===== config.mk =====
export PLATFORM = sky130hd
export DESIGN_NAME = hazard_scoreboard
export DESIGN_NICKNAME = d
export VERILOG_FILES = /design/src/rtl/hazard_scoreboard.sv
export SDC_FILE = /design/constraint.sdc
export NUM_CORES = 1
export LEC_CHECK = 0
export BUFFER_PORTS_ARGS = -buffer_cell sky130_fd_sc_hd__buf_2
export CORE_MARGIN = 2
export CORE_UTILIZATION = 24
export CTS_BUF_LIST = sky130_fd_sc_hd__clkbuf_8 sky130_fd_sc_hd__clkbuf_16
export CTS_CLUSTER_DIAMETER = 30
export DETAILED_ROUTE_END_ITERATION = 10
export PLACE_DENSITY = 0.38
export SYNTH_ARGS = -nofsm -noshare
export SYNTH_HDL_FRONTEND = slang
export SYNTH_SLANG_ARGS = --single-unit

===== constraint.sdc =====
create_clock -name clk -period 2.1 [get_ports clk]
set_input_delay 0.315 -clock clk [delete_from_list [all_inputs] [get_ports clk]]
set_output_delay 0.315 -clock clk [all_outputs]
set_load 0.02 [all_outputs]

===== src/rtl/hazard_scoreboard.sv =====
// In-order pipeline hazard scoreboard: tracks in-flight writes in EX/MEM/WB,
// raises load-use and memory-wait stalls, and publishes a pending-write bitmap.
module hazard_scoreboard (
    input  logic        clk,
    input  logic        reset,
    input  logic        id_valid_ip,
    input  logic [6:0]  id_instr_opcode_ip,
    input  logic [4:0]  id_rs1_ip,
    input  logic [4:0]  id_rs2_ip,
    input  logic [4:0]  id_rd_ip,
    input  logic [1:0]  id_wb_mux_ip,
    input  logic        dmem_ready_ip,
    input  logic        flush_ip,
    output logic        stall_op,
    output logic [31:0] pending_op,
    output logic [15:0] stall_cnt_op
);

    // Writeback selector encoding (write_back_mux_selector); only NO_WRITEBACK matters here.
    typedef enum logic [1:0] {
        NO_WRITEBACK = 2'd0,
        WB_ALU       = 2'd1,
        WB_MEM       = 2'd2,
        WB_PC4       = 2'd3
    } write_back_mux_selector;

    localparam logic [6:0] OPCODE_LOAD   = 7'b0000011;
    localparam logic [6:0] OPCODE_OPIMM  = 7'b0010011;
    localparam logic [6:0] OPCODE_STORE  = 7'b0100011;
    localparam logic [6:0] OPCODE_OP     = 7'b0110011;
    localparam logic [6:0] OPCODE_BRANCH = 7'b1100011;
    localparam logic [6:0] OPCODE_JALR   = 7'b1100111;

    typedef struct packed {
        logic       valid;
        logic [4:0] rd;
        logic       writes;
        logic       is_load;
    } slot_t;

    localparam slot_t BUBBLE = '{valid: 1'b0, rd: 5'd0, writes: 1'b0, is_load: 1'b0};

    slot_t ex_slot, mem_slot, wb_slot;
    slot_t ex_next, mem_next, wb_next;
    slot_t issue_entry;

    logic        uses_rs1;
    logic        uses_rs2;
    logic        load_use;
    logic        mem_hold;
    logic        issue;
    logic [31:0] pending_next;

    // A slot can only forward a hazard if it really writes a non-zero register.
    function automatic logic slot_matches(input slot_t s, input logic [4:0] src);
        return s.valid && s.writes && (s.rd != 5'd0) && (s.rd == src);
    endfunction

    always_comb begin
        uses_rs1 = 1'b0;
        uses_rs2 = 1'b0;
        case (id_instr_opcode_ip)
            OPCODE_OP, OPCODE_BRANCH, OPCODE_STORE: begin
                uses_rs1 = 1'b1;
                uses_rs2 = 1'b1;
            end
            OPCODE_OPIMM, OPCODE_LOAD, OPCODE_JALR: begin
                uses_rs1 = 1'b1;
            end
            default: begin
                uses_rs1 = 1'b0;
                uses_rs2 = 1'b0;
            end
        endcase
    end

    always_comb begin
        load_use = id_valid_ip && ex_slot.is_load &&
                   ((uses_rs1 && slot_matches(ex_slot, id_rs1_ip)) ||
                    (uses_rs2 && slot_matches(ex_slot, id_rs2_ip)));
        mem_hold = mem_slot.valid && mem_slot.is_load && !dmem_ready_ip;
        stall_op = !reset && (load_use || mem_hold);
        issue    = id_valid_ip && !stall_op && !flush_ip;
    end

    always_comb begin
        issue_entry         = BUBBLE;
        issue_entry.valid   = 1'b1;
        issue_entry.rd      = id_rd_ip;
        issue_entry.writes  = (id_wb_mux_ip != NO_WRITEBACK);
        issue_entry.is_load = (id_instr_opcode_ip == OPCODE_LOAD);
    end

    // A pending memory access freezes the whole window; otherwise everything advances.
    always_comb begin
        ex_next  = ex_slot;
        mem_next = mem_slot;
        wb_next  = wb_slot;
        if (!mem_hold) begin
            wb_next  = mem_slot;
            mem_next = ex_slot;
            ex_next  = issue ? issue_entry : BUBBLE;
        end
    end

    // Bitmap is built from next-state slots so it lines up with the registered slots.
    always_comb begin
        pending_next = 32'h0;
        for (int r = 1; r < 32; r++) begin
            pending_next[r] = slot_matches(ex_next, r[4:0]) ||
                              slot_matches(mem_next, r[4:0]) ||
                              slot_matches(wb_next, r[4:0]);
        end
    end

    always_ff @(posedge clk) begin
        if (reset) begin
            ex_slot      <= BUBBLE;
            mem_slot     <= BUBBLE;
            wb_slot      <= BUBBLE;
            pending_op   <= 32'h0;
            stall_cnt_op <= 16'h0;
        end else begin
            ex_slot    <= ex_next;
            mem_slot   <= mem_next;
            wb_slot    <= wb_next;
            pending_op <= pending_next;
            if (stall_op && (stall_cnt_op != 16'hFFFF)) begin
                stall_cnt_op <= stall_cnt_op + 16'd1;
            end
        end
    end

endmodule


==> results_dict.tcl <==
set metrics [dict create \
    post-place-ws_ns -0.180 \
    worstRegToRegCells 8 \
    setup_ws_ns 0.0563 \
    drtIter0Drc 315 \
    ir_drop_v 0.000377 \
    ioPinCount 78 \
    num_vias 3687 \
    die-width_um 127 \
    cts_buffers 9 \
    overflow 0 \
    clock-sinks 70 \
    cp-start-kind "flop" \
    crit_type "reg2out" \
    yosysTopAreaCell "dfxtp_1" \
    dpl-instance-area_um2 4580 \
    layout-drive-gt1-share_pct 37.3 \
    power.leakage_nw 2.06 \
    synth_seq_cells 70 \
    relSlewSlack_pct 54.3 \
    synth_edf_count 0 \
    drt_wl_total_um 11900 \
    clkTransAtPathRegs_ns 0.06 \
    finalSetupViolCount 0 \
    critical_path_depth 7 \
    yosysTopAreaCellShare_pct 38.5 \
    instances_no_fill 741 \
    grt_max_degree 67 \
    synth_cells 425 \
    area_growth_pct 41.6 \
    synth_cell_types 59 \
    whs_path_depth 3 \
    worst-path-max-fanout 5 \
    grt_pass1_vias 3497 \
    hold_violations 0 \
    hp-class "in2reg" \
    viasPerCell 4.98 \
    grt_antenna_before_repair 0 \
    gp_congestion 0.802 \
    period_needed_ns 2.04 \
    fin_crit_sh_pct 97.3 \
    wl_per_cell_um 16.0 \
    syn_nets 455 \
    synth_seq_area_share_pct 38.5 \
    synth_area_leaders "dfxtp_1 39%, a22oi_1 6.6%, nand2_1 4.3%" \
    coreArea_um2 14600 \
    cts_tree "built" \
    powerDensity_nw_per_um2 621 \
    syn_avg_cell_area_um2 8.56 \
    nNetsFinal 582 \
    max_stage_delay_ns 0.37 \
    ys_warn_count 0 \
    place_hpwl_um 8560 \
    clock_path_buffers 2 \
    grt_pass1_wl_um 18700 \
    cp_cell_sequence "xnor2_2 > nand4_1 > o22ai_2 > a21oi_4 > buf_12 > nor2_2 > buf_6" \
    dieArea_um2 16200 \
    placed_cells 717 \
    max_freq_mhz 489 \
    worst_pin_slew_ns 0.684 \
    finish.instance_area_um2 5150 \
    synth_flop_cell "dfxtp_1" \
    grt.total_usage_pct 14.9 \
    fin_skew_ns 0.00942 \
    slowest_stage "dfxtp_4" \
    path_delay_family "compound AO/OA/AOI/OAI gates" \
    htreeDepth 3 \
    synth_common_cells "70 x dfxtp_1, 42 x nand2_1, 38 x nor2_1, 32 x a22oi_1, 27 x a21oi_1" \
    antenna_left 0 \
    diodes 0 \
    first_pass_iters 4 \
    rows 44 \
    cp-end-kind "output pin" \
    critPathRequiredTime_ns 1.78 \
    clkLatencyLatePin_ns 0.35 \
    async_flop_share_pct 0 \
    holdBufCountCts 0 \
    io_buffers 76 \
    drv_cap 0 \
    initial_core_util_pct 24.8 \
    drc_errors 0 \
    synth_area_um2 3640 \
    finalPower_mw 3.20 \
    maxSlewViolCount 0 \
    critPathBufInv 2 \
    cp_data_arrival_time_ns 1.73 \
    synthMostInstantiatedCell "dfxtp_1" \
    outcome "finished, final reports clean" \
    fp.dieH_um 127 \
    clockRootBuffer "clkbuf_16" \
    rsz0062_at_grt "yes" \
]
final timing paths:
| path | slack [ns] | startpoint | endpoint |
|---|---|---|---|
| hold reg to reg | 0.45 | wb_slot[7] | wb_slot[7] |
| setup reg to reg | 0.07 | ex_slot[4] | stall_cnt_op[14] |
| setup / recovery | 0.06 | ex_slot[4] | stall_op |
| hold / removal | 0.26 | id_rd_ip[2] | ex_slot[4] |
layout by cell type (no fill, tap or decap), drive strengths merged, types with 4 or more instances in the layout:
master	Yosys	routed
nor2b	7	7
dfxtp	70	70
nand2b	5	5
nor4	5	5
inv	7	8
a31oi	4	4
clkbuf	13	13
or3	4	4
o32ai	4	4
and3	5	5
or4	8	8
nand4	4	4
o21ai	7	7
mux2i	12	12
nand2	43	43
a22oi	32	32
nand3	17	17
xnor2	10	10
o31ai	9	9
nor3b	8	8
a21oi	28	28
nor2	39	39
nand3b	7	7
buf	12	140
o22ai	26	26
nor3	13	13
repair_timing:
| item | in CTS | in global routing |
|---|---|---|
| setup buffers | 3 | 4 |
| cloned | 1 | 0 |
| gates resized for setup | 8 | 33 |
| pin swaps | 2 | 11 |
| endpoints found under the setup margin | 10 | 42 |
layer usage:
layer	vias up	global-route usage, %	wire length [µm]
met2	123	22.1	5160
li1	1851	-	-
met3	18	2.93	628
met4	0	7.05	285
met1	1695	20.8	5800
met5	-	0	0
state kept, by name (all words and copies together), names as in the netlist:
name and flops:
pending_op 31, stall_cnt_op 16, ex_slot 8, mem_slot 8, wb_slot 7
stage by stage:
step	hold WS (ns)	setup TNS (ns)	utilization (%)
floorplan	0.422	0	-
global placement	0.430	-1.64	31.3
detailed placement	0.442	-1.53	31.3
CTS	0.241	-0.0727	34.0
global route	0.269	-0.177	35.2
finish	0.257	0	35.2
worst min-delay path, cell delays in order:
cell	delay, ns
buf_2	0.14
nand2_1	0.06
a21oi_1	0.05
cell families (layout without fill, tap and decap cells):
group,Yosys count,in the layout,synth area share (%)
other,1,1,0.103
flip-flops,70,70,38.5
buffers and inverters,32,164,4.68
multiplexers,14,14,4.78
adder cells (fa/ha/maj),1,1,0.344
AO/OA/AOI/OAI,118,118,21.5
AND/OR/NAND/NOR,179,179,27.7
XOR/XNOR,10,10,2.41
power breakdown:
group	internal, mW	switching, mW	leakage, nW
registers	1.33	0.0105	0.570
logic	0.0961	0.121	1.33
clock network	1.04	0.589	0.159
area by class of cell:
| type | instances | area [µm²] |
|---|---|---|
| fill | 1572 | 9500 |
| multi-input combinational | 323 | 2190 |
| sequential | 70 | 1420 |
| timing repair buffer | 141 | 961 |
| clock buffer | 13 | 280 |
| tap | 184 | 230 |
| clock inverter | 3 | 41.3 |
| inverter | 7 | 26.3 |
Power figures use the tool's default switching activity.
